[config.mk]
export PLATFORM = sky130hd
export DESIGN_NAME = controle_de_busca
export DESIGN_NICKNAME = d
export VERILOG_FILES = /design/src/rtl/controle_de_busca.sv
export SDC_FILE = /design/constraint.sdc
export NUM_CORES = 1
export LEC_CHECK = 0
export ABC_AREA = 1
export BUFFER_PORTS_ARGS = -buffer_cell sky130_fd_sc_hd__buf_4
export CAP_MARGIN = 20
export CORE_UTILIZATION = 45
export CTS_CLUSTER_SIZE = 12
export DETAILED_ROUTE_END_ITERATION = 8
export GPL_TIMING_DRIVEN = 0
export PLACE_DENSITY = 0.77
export SETUP_SLACK_MARGIN = 0.5
export SLEW_MARGIN = 40
export SYNTH_ARGS = -nofsm -noshare
export SYNTH_HDL_FRONTEND = slang
export SYNTH_SLANG_ARGS = --single-unit
[constraint.sdc]
create_clock -name clock -period 2 [get_ports clock]
set_input_delay 0.2 -clock clock [delete_from_list [all_inputs] [get_ports clock]]
set_output_delay 0.2 -clock clock [all_outputs]
set_load 0.05 [all_outputs]
[src/rtl/controle_de_busca.sv]
// ---------------------------------------------------------------------------
// controle_de_busca
//   Program-counter sequencer for the single-cycle iZero core. Every cycle it
//   presents the instruction ROM address (pc), decodes the control-flow
//   opcodes (j, jal, jf, jr, in, out, halt) and decides whether the datapath
//   may commit at the next clock edge.
//
//   Optional feature: define IZERO_SINGLE_STEP_EN to add the passo input.
//   When it is defined, the core advances only in cycles where passo=1.
//
// Ports
//   clock           in   1   system clock, rising edge
//   reset           in   1   asynchronous, active-low reset
//   instrucao       in   32  instruction word read from ROM at pc
//   dado_rs         in   32  register value of field rs (jf condition / jr target)
//   entrada_valida  in   1   input device holds a valid value for IN
//   passo           in   1   single-step pulse (IZERO_SINGLE_STEP_EN only)
//   pc              out  26  current instruction address (registered)
//   link            out  26  pc+1, the return address written by jal
//   escreve_hab     out  1   datapath commit enable for this edge
//   entrada_aceita  out  1   IN value consumed at this edge
//   saida_valida    out  1   OUT instruction committing at this edge
//   parado          out  1   core halted (HALT or PC error)
//   erro_pc         out  1   sticky out-of-range PC flag
// ---------------------------------------------------------------------------
module controle_de_busca #(
    parameter int unsigned MEM_SIZE = 150
) (
    input  logic        clock,
    input  logic        reset,
    input  logic [31:0] instrucao,
    input  logic [31:0] dado_rs,
    input  logic        entrada_valida,
`ifdef IZERO_SINGLE_STEP_EN
    input  logic        passo,
`endif
    output logic [25:0] pc,
    output logic [25:0] link,
    output logic        escreve_hab,
    output logic        entrada_aceita,
    output logic        saida_valida,
    output logic        parado,
    output logic        erro_pc
);

    localparam logic [5:0]  OP_RTYPE = 6'b000000;
    localparam logic [5:0]  OP_J     = 6'b010110;
    localparam logic [5:0]  OP_JAL   = 6'b010111;
    localparam logic [5:0]  OP_JF    = 6'b010101;
    localparam logic [5:0]  OP_IN    = 6'b010011;
    localparam logic [5:0]  OP_OUT   = 6'b010100;
    localparam logic [5:0]  OP_HALT  = 6'b011000;
    localparam logic [5:0]  FN_JR    = 6'b010010;
    localparam logic [25:0] LIMITE   = 26'(MEM_SIZE);

    typedef enum logic [1:0] {
        EXEC,
        ESPERA_IN,
        PARADO
    } estado_t;

    estado_t     estado;
    estado_t     estado_prox;
    logic [25:0] pc_prox;
    logic        erro_prox;
    logic [25:0] pc_mais_um;
    logic [25:0] alvo;
    logic [5:0]  opcode;
    logic        eh_in;
    logic        eh_out;
    logic        eh_halt;
    logic        avanca;
    logic        escreve;
    logic        aceita;
    logic        saida;

    assign opcode     = instrucao[31:26];
    assign pc_mais_um = pc + 26'd1;
    assign link       = pc_mais_um;
    assign eh_in      = (opcode == OP_IN);
    assign eh_out     = (opcode == OP_OUT);
    assign eh_halt    = (opcode == OP_HALT);
    assign parado     = (estado == PARADO);

`ifdef IZERO_SINGLE_STEP_EN
    assign avanca = passo;
`else
    assign avanca = 1'b1;
`endif

    // Branch/jump target selection for the instruction currently at pc.
    always_comb begin
        alvo = pc_mais_um;
        case (opcode)
            OP_J, OP_JAL: alvo = instrucao[25:0];
            OP_JF:        alvo = (dado_rs == 32'd0) ? {10'd0, instrucao[15:0]} : pc_mais_um;
            OP_RTYPE:     if (instrucao[5:0] == FN_JR) alvo = dado_rs[25:0];
            default:      alvo = pc_mais_um;
        endcase
    end

    always_comb begin
        estado_prox = estado;
        pc_prox     = pc;
        erro_prox   = erro_pc;
        escreve     = 1'b0;
        aceita      = 1'b0;
        saida       = 1'b0;
        case (estado)
            EXEC: begin
                if (avanca) begin
                    if (eh_halt) begin
                        estado_prox = PARADO;
                    end else if (eh_in && !entrada_valida) begin
                        estado_prox = ESPERA_IN;
                    end else begin
                        // The current instruction commits even when its
                        // successor address is illegal; only pc is frozen.
                        escreve = 1'b1;
                        aceita  = eh_in;
                        saida   = eh_out;
                        if (alvo >= LIMITE) begin
                            erro_prox   = 1'b1;
                            estado_prox = PARADO;
                        end else begin
                            pc_prox = alvo;
                        end
                    end
                end
            end
            ESPERA_IN: begin
                if (entrada_valida && avanca) begin
                    escreve = 1'b1;
                    aceita  = 1'b1;
                    if (pc_mais_um >= LIMITE) begin
                        erro_prox   = 1'b1;
                        estado_prox = PARADO;
                    end else begin
                        pc_prox     = pc_mais_um;
                        estado_prox = EXEC;
                    end
                end
            end
            PARADO: begin
                estado_prox = PARADO;
            end
            default: begin
                estado_prox = PARADO;
            end
        endcase
    end

    // Commit-side pulses are forced low for as long as reset is held, so a
    // reset arriving mid-stall never produces a stray acceptance pulse.
    assign escreve_hab    = escreve & reset;
    assign entrada_aceita = aceita & reset;
    assign saida_valida   = saida & reset;

    always_ff @(posedge clock or negedge reset) begin
        if (!reset) begin
            estado  <= EXEC;
            pc      <= 26'd0;
            erro_pc <= 1'b0;
        end else begin
            estado  <= estado_prox;
            pc      <= pc_prox;
            erro_pc <= erro_prox;
        end
    end

endmodule

Word-level counts from Yosys, hierarchy flattened
Index checks and enable logic that the tools add are counted.
W data, S select, Z words.
{"block": "totals", "latch_bits": 0, "register_bits": 29, "mem_bits_ro": 0, "output_inout_bits": 57, "mem_bits_rw": 0, "mem_count": 0, "inputBits": 67, "elab_cells": 67}
{"block": "classes", "reduce_logical": 10, "div": 0, "magnitude_cmp": 2, "n_shift": 0, "n_mul": 0, "eq_ne": 17, "add_sub_neg": 1, "muxes": 31, "bitwise": 3}
{"cell": "$mux W26", "n": 7}
{"cell": "$pmux W26 S3", "n": 1}
{"cell": "$ge A26 B8 Y1 const B", "n": 2}
{"cell": "$pmux W26 S2", "n": 1}
{"cell": "$eq A6 B5 Y1 const B", "n": 7}
{"cell": "$logic_not A32 Y1", "n": 1}
{"cell": "$add A26 B1 Y26 const B", "n": 1}
{"cell": "$ne A2 B2 Y1 const B", "n": 7}
{"cell": "$mux W1", "n": 13}
{"cell": "$reduce_and A6 Y1", "n": 2}
{"cell": "$mux W2", "n": 5}
{"cell": "$logic_not A6 Y1", "n": 1}
{"cell": "$pmux W1 S2", "n": 3}
{"cell": "$ne A4 B4 Y1 const B", "n": 1}
{"cell": "$pmux W2 S2", "n": 1}
{"cell": "$and A1 B1 Y1", "n": 3}
{"cell": "$eq A2 B1 Y1 const B", "n": 1}
{"cell": "$eq A2 B2 Y1 const B", "n": 1}
{"cell": "$logic_not A2 Y1", "n": 1}
{"cell": "$reduce_and A2 Y1", "n": 1}
{"cell": "$reduce_bool A2 Y1", "n": 1}
{"cell": "$reduce_or A2 Y1", "n": 1}
{"cell": "$logic_and A1 B1 Y1", "n": 1}
{"cell": "$logic_not A1 Y1", "n": 1}

Logic depth before layout (Yosys ltp)
Gate-level depths: netlist of the first run.
{"block": "depth", "word_depth": 8, "ltp_mapped": 21, "mapped_depth_nobuf": 21}

Worst setup path before layout of the first run
No wires, ideal clock.
{"block": "synth_timing", "kind": "flip-flop to flip-flop", "startpoint": "reg pc[1]", "endpoint": "reg pc[7]", "t_arrival_ps": 3090, "setup_slack_ps": -1210, "stages_incl_launch_ff": 15, "path_buffers": 1, "period_less_slack_ps": 3210, "setup_ps": 120, "required_time_ps": 1880, "path_cell_list": "dfrtp_1 > ha_1 > nand3_1 > nor2_1 > xor2_1 > nor2_1 > nor2_1 > nor2_1 > a21oi_1 > nor2_2 > nand2_1 > nand2_4 > buf_8 > nand3_2 > nand2_1"}
{"block": "synth_via", "elab_cells_between_ends": 15, "classes_between": "add/sub: 1; order compare: 2; eq/ne: 2; mux: 9; reduce/logical: 1"}
{"element": "from (decl)", "line": "37", "rtl": "output logic [25:0] pc,"}
{"element": "from (signal assigned)", "line": "166", "rtl": "pc <= pc_prox;"}
{"element": "$add A26 B1 Y26 (*)", "line": "78", "rtl": "assign pc_mais_um = pc + 26'd1;"}
{"element": "named net link[6]", "line": "38", "rtl": "output logic [25:0] link,"}
{"element": "$mux W26 (on tied branches)", "line": "97, 96"}
{"element": "$pmux W26 S3", "line": "94", "rtl": "case (opcode)"}
{"element": "$ge A26 B8 Y1", "line": "122", "rtl": "if (alvo >= LIMITE) begin"}
{"element": "$ne A2 B2 Y1 (no line)"}
{"element": "$reduce_and A6 Y1 (no line) (*)"}
The timed path passes the listed nets; every way through them passes the cells marked *. The select of a mux whose other input is x is not followed.
A chain may end at the register's enable or synchronous reset.

Worst setup path after layout of the first run
{"block": "layout_timing", "startpoint": "reg pc[0]", "endpoint": "reg pc[6]"}
{"block": "layout_via", "elab_chain_len": 7, "elab_cells_between_ends": 15, "classes_between": "add/sub: 1; order compare: 2; eq/ne: 2; mux: 9; reduce/logical: 1"}
{"element": "$add A26 B1 Y26 (*)", "line": "78"}
{"element": "branches (longest 6 deep; another with $ge A26 B8 Y1)"}
Mark *: on every way between the ends. The select of a mux whose other input is x is not followed.

==> results.toml, run 1 <==
[outcome]
outcome = "complete, but fails checks"
violations = "DRC, setup timing"

[placed_design]
port_buffers = 123
hpwlAfterDp_um = 8570
place_congestion = 0.924
pre_cts_ws_ns = -0.617

[layout]
fin_nets = 800
n_antenna_cell = 0
drive_above_1_share = 0.515
fillCellCount = 330
syn_to_final_growth_pct = 84.7

[sta]
holdWs_ns = 0.379
clock_skew_ns = 0.0170
timing.final.crit_share = 1.46
rsz0062_at_grt = "true"
drv_slew = 0
fin_ws_ns = -0.915
max_freq_mhz = 343
period_minus_slack_ns = 2.91
setup_viol = 49
max_slew_margin = 0.523
worst_pin_slew_ns = 0.715
hold_viol_final = 0

[clock_tree]
cts_tree = "done"
insertion_delay_ns = 0.30
clock_sinks = 29
cts-root-buf = "clkbuf_8"
htreeDepth = 2
cts_made_buffers = 5
path_clk_slew_ns = 0.08
clk_path_buf_depth = 2

[synthesis]
synth.most_common_cell = "nand2_1"
synth_area_leaders = "dfrtp_1, nand2_1, nor2_1, inv_1, nand3_1"
synth_top_area_cell = "dfrtp_1"
synth_edf_count = 0
synth_cells = 542
syn_area_per_cell_sq_um = 5.67
netlist_area_sq_um = 3070
synth.distinct_cells = 34
ys_async_sr_fraction = 1.00
ys_ff_latch = 29
synthTopCellsByCount = "nand2_1, nor2_1, inv_1"
synth_top_area_frac = 0.236
ys_seq_area_frac = 0.236
syn-num-nets = 611
synth_ff_type = "dfrtp_1"
yosysWarnings = 0

[detailed_routing]
wire_per_inst_um = 19.7
dr_total_vias = 4796
drc = 6
dr.first_iter.drc_count = 612
wl_um = 16000
viasPerCell = 5.93
drtPass1Iterations = 9
antenna_left = 0

[grt]
grt_overflow_total = 0
grt_use_total = 0.391
grt_pass1_vias = 4503
antenna_found_initial = 2
grt_pass1_wl_um = 21700
grt_max_degree = 30

[worst_setup_path]
path_delay_family = "simple AND/OR/NAND/NOR gates"
slowest_stage = "dfrtp_4"
critical_path_required_ns = 2.24
arrival_ns = 3.15
critPathBufInv = 3
critPathMaxFanout = 7
end_kind = "register"
path_class = "register to register"
path_cells = "ha_4 > buf_6 > buf_12 > xor2_4 > o21ai_1 > a21oi_1 > o31ai_4 > nand4_1 > nor2_1 > nand3_2 > nand2_8 > buf_8 > nand3_2 > nand2_1"
cp-start-kind = "register"
path_common_cell = "nand3_2"
cp_slowest_stage_delay_ns = 0.54

[die]
die_area_sq_um = 7160
die_w_um = 84.6
dieHeight_um = 84.6
fp-row-count = 29
start_util = 0.475
core_sq_um = 6460
io_pins = 124

[pwr]
leakage_uw = 0.00273
power_density_nw_per_um2 = 376
irDropWorstVdd_mv = 0.397

[min_path]
worstHoldPathType = "primary input to register"

[job]
cap_violations = 0
worst register-to-register path, stage by stage, from the launching register on:
cell and delay, ns:
dfrtp_4 0.54, ha_4 0.21, buf_6 0.12, buf_12 0.12, xor2_4 0.15, o21ai_1 0.14
a21oi_1 0.20, o31ai_4 0.31, nand4_1 0.13, nor2_1 0.14, nand3_2 0.16, nand2_8 0.20
buf_8 0.15, nand3_2 0.16, nand2_1 0.12
power by group:
part           switching, uW  internal (uW)  leakage, uW
sequential              48.4            618     0.000320
clock                    267            248    0.0000395
combinational            582            369      0.00237
placed cells by master (no fill, tap or decap), types with 3 or more instances in the layout:
cell type and count:
buf_6 22, dfrtp_2 19, inv_4 4, clkinvlp_4 6, dfrtp_4 3, a21oi_2 16
nand2_1 150, buf_2 3, buf_4 141, o21ai_2 5, o21ai_1 3, inv_2 13
nor2_2 15, clkbuf_1 4, clkbuf_8 5, o21ai_0 9, inv_1 56, nand2_2 26
a21oi_1 6, xor2_4 6, a21boi_0 4, nand3_1 33, nand3_2 14, nand2_4 16
buf_8 20, nor2_1 68, nand4_1 8, dfrtp_1 7, nand3_4 4, nor2_4 21
kinds of logic after synthesis:
| logic type | share of synthesized area |
|---|---|
| and+or+nand+nor | 0.525 |
| buffers and inverters | 0.123 |
| AOI/OAI and AO/OA | 0.0819 |
| DFF | 0.236 |
| xor gates and xnor gates | 0.0253 |
| adders and majority gates | 0.00815 |
stage by stage:
| stage | total power, uW | cell area, sq um | util | std cells | setup TNS [ns] |
|---|---|---|---|---|---|
| 6_report | 2130 | 5670 | 0.878 | 809 | -24.66 |
| 4_1_cts | 1960 | 5300 | 0.820 | 797 | -12.98 |
| 5_1_grt | 2180 | 5670 | 0.878 | 809 | -26.67 |
| 2_1_floorplan | 1090 | 3360 | - | 542 | -17.00 |
| 3_3_place_gp | 1350 | 4380 | 0.678 | 742 | -14.50 |
| 3_5_place_dp | 1360 | 4380 | 0.678 | 742 | -16.57 |
final timing paths:
kind,startpoint,end,slack [ns],depth (start not counted)
max,pc[0]$_DFFE_PN0P_,pc[6]$_DFFE_PN0P_,-0.91,14
min,entrada_valida,estado[0]$_DFFE_PN0P_,0.38,5
max reg2reg,pc[0]$_DFFE_PN0P_,pc[6]$_DFFE_PN0P_,-0.91,14
min reg2reg,erro_pc$_DFFE_PN0P_,erro_pc$_DFFE_PN0P_,0.49,2
max in group asynchronous,reset,pc[18]$_DFFE_PN0P_,1.26,3
min in group asynchronous,reset,pc[6]$_DFFE_PN0P_,0.51,3
state kept, by name (all words and copies together) (netlist names):
register	flops
pc	26
erro_pc	1
estado	2
timing repair:
action / 4_1_cts / 5_1_grt
gates cloned: 3 / 0
buffers inserted: 42 / 12
pin swaps: 46 / 59
endpoints found under the setup margin: 57 / 57
hold buffers: 2 / 0
hold endpoints to repair: 29 / 0
resized for setup: 112 / 71
metal layers:
metal,routed length (um),global-route usage,up-vias
met5,27,0,-
met4,1230,0.185,4
met3,1790,0.0836,147
met2,7250,0.685,424
met1,5680,0.454,2159
li1,-,-,2062
area by class of cell:
type | instances | area (sq um) | share of cell area
buffer | 10 | 78.8 | 0.0139
clock buffer | 8 | 80.1 | 0.0141
inverter | 80 | 338 | 0.0596
multi-input combinational | 424 | 2690 | 0.475
sequential | 29 | 761 | 0.134
tap | 77 | 96.3 | 0.0170
timing repair buffer | 181 | 1620 | 0.286
Note: power is estimated with default switching activity, not from simulation.
==> run 2: changes to the inputs <==
PLACE_DENSITY = 0.78   (was 0.77)
==> results.toml, run 2 (synthesis gave the netlist of run 1 again) <==
[worst_setup_path]
path_class = "register to register"
cp-start-kind = "register"
r2r_end = "pc[11]$_DFFE_PN0P_"
end_kind = "register"
endpoint = "pc[11]$_DFFE_PN0P_"
cp_slowest_stage_delay_ns = 0.47
critical_path_required_ns = 2.18
arrival_ns = 2.95
critPathMaxFanout = 6
slowest_stage = "dfrtp_4"
r2r_cells = 14
path_cells = "clkinvlp_4 > nor2_4 > nand2_4 > buf_4 > xnor2_4 > nand2_1 > nand3_1 > inv_1 > a21oi_1 > nor2_4 > nand2_4 > nand2_8 > clkbuf_16 > a21oi_1"
reg2reg_from = "pc[0]$_DFFE_PN0P_"
cp_num_cells = 14
critPathBufInv = 4
r2r_slack_ns = -0.77
path_delay_family = "simple AND/OR/NAND/NOR gates"
critPathLaunch = "pc[0]$_DFFE_PN0P_"

[outcome]
violations = "DRC, setup timing"
outcome = "complete, but fails checks"

[clock_tree]
clock_sinks = 29
cts_made_buffers = 5
insertion_delay_ns = 0.30
htreeDepth = 2
clk_path_buf_depth = 2
cts_tree = "done"
path_clk_slew_ns = 0.08
cts-root-buf = "clkbuf_8"

[sta]
max_slew_margin = 0.295
setup_tns_ns = -21.76
fin_ws_ns = -0.771
clock_skew_ns = 0.0150
timing.final.crit_share = 1.39
period_minus_slack_ns = 2.77
holdWs_ns = 0.241
max_freq_mhz = 361
hold_viol_final = 0
drv_slew = 0
setup_viol = 42
rsz0062_at_grt = "true"
worst_pin_slew_ns = 1.05

[pwr]
p_int_uw = 1240
seq_power_share = 0.316
power.total_uw = 2110
power_density_nw_per_um2 = 368
pwr-share-clk = 0.240
irDropWorstVdd_mv = 0.390
leakage_uw = 0.00280
switching_share = 0.413
net-switching-power_uw = 872
p_comb_frac = 0.444

[detailed_routing]
drtPass1Iterations = 7
wl_um = 15300
wire_per_inst_um = 18.7
dr.first_iter.drc_count = 400
drc = 4
dr_total_vias = 4766
antenna_left = 0
viasPerCell = 5.81

[layout]
final_cell_area_sq_um = 5740
fillCellCount = 316
drive_above_1_share = 0.517
top_register = "pc"
fin_nets = 812
syn_to_final_growth_pct = 86.8
largest_register_ffs = 26
reg.largest.list = "pc x26, estado x2, erro_pc x1"
final_common_cell = "buf_4"
fin_util = 0.888
final_cell_mix = "buf_4, nand2_1, nor2_1"
n_antenna_cell = 0

[grt]
grt_use_total = 0.345
grt_pass1_vias = 4191
grt_overflow_total = 0
antenna_found_initial = 0
grt_max_degree = 30
grt_pass1_wl_um = 19600

[job]
cap_violations = 0

[placed_design]
dpl_cell_area_sq_um = 4380
place_congestion = 0.933
port_buffers = 123
hpwlAfterDp_um = 8590

[die]
core_sq_um = 6460
start_util = 0.475
io_pins = 124
fp-row-count = 29
die_w_um = 84.6
dieHeight_um = 84.6
die_area_sq_um = 7160

[min_path]
hold_depth = 4
worstHoldPathType = "primary input to register"
## run 2: cell count changes in the layout (fill, tap and decap cells not counted), moves of 3 or more
cell     delta
nand2_4     +5
a21oi_2    -13
a21oi_1    +14
nor2_1      -4
buf_8       -3
nand2_1     -3
nand3_1     -3
buf_4      +14
nand3_2     +3
nor2_4      +6
## run 2: timing repair
action	CTS	global route
hold buffers	2	0
cloned	1	1
endpoints found under the hold margin	29	0
setup endpoints to repair	57	58
resized for setup	98	84
pin swaps	33	36
setup buffers	42	25
## run 2: through the flow
step	cells	setup WS [ns]
floorplan	542	-0.619
global placement	742	-0.591
detailed placement	742	-0.620
CTS	795	-0.431
global route	821	-0.858
finish	821	-0.771
## run 2: power by group through the flow
stage	Sequential, uW	Combinational (uW)	Clock (uW)
2_1_floorplan	761	325	0
3_3_place_gp	676	678	0
3_5_place_dp	677	685	0
4_1_cts	659	809	476
5_1_grt	668	982	515
6_report	667	938	507
## run 2: area by class of cell
class | count | area (sq um) | area share
Clock buffer | 8 | 80.1 | 0.0140
Inverter | 80 | 343 | 0.0598
Timing Repair Buffer | 193 | 1680 | 0.293
Tap cell | 77 | 96.3 | 0.0168
Multi-Input combinational cell | 424 | 2690 | 0.470
Sequential cell | 29 | 759 | 0.132
Buffer | 10 | 82.6 | 0.0144
## run 2: worst reg2reg max path, delay by kind of cell (launching register included)
family          cells  cell delay [ns]
buf+inv             4             0.55
compound gates      2             0.59
xor+xnor            1             0.22
simple gates        7             0.82
flops               1             0.47
## run 2: worst min path at each step
stage | start | end | slack [ns]
after floorplan | reset | erro_pc$_DFFE_PN0P_ | -0.1
after global placement | reset | pc[6]$_DFFE_PN0P_ | 0.16
after detailed placement | reset | pc[0]$_DFFE_PN0P_ | 0.16
after CTS | entrada_valida | estado[0]$_DFFE_PN0P_ | 0.23
after global routing | entrada_valida | estado[0]$_DFFE_PN0P_ | 0.24
final | entrada_valida | estado[0]$_DFFE_PN0P_ | 0.24
## run 2: layer usage
metal  global-route usage  up-vias  part of all wire
li1                     -     2084                 -
met1                0.439     2181              0.35
met2                0.605      390              0.48
met3               0.0472      111             0.098
met4                0.111        0             0.068
met5                    0        -                 0
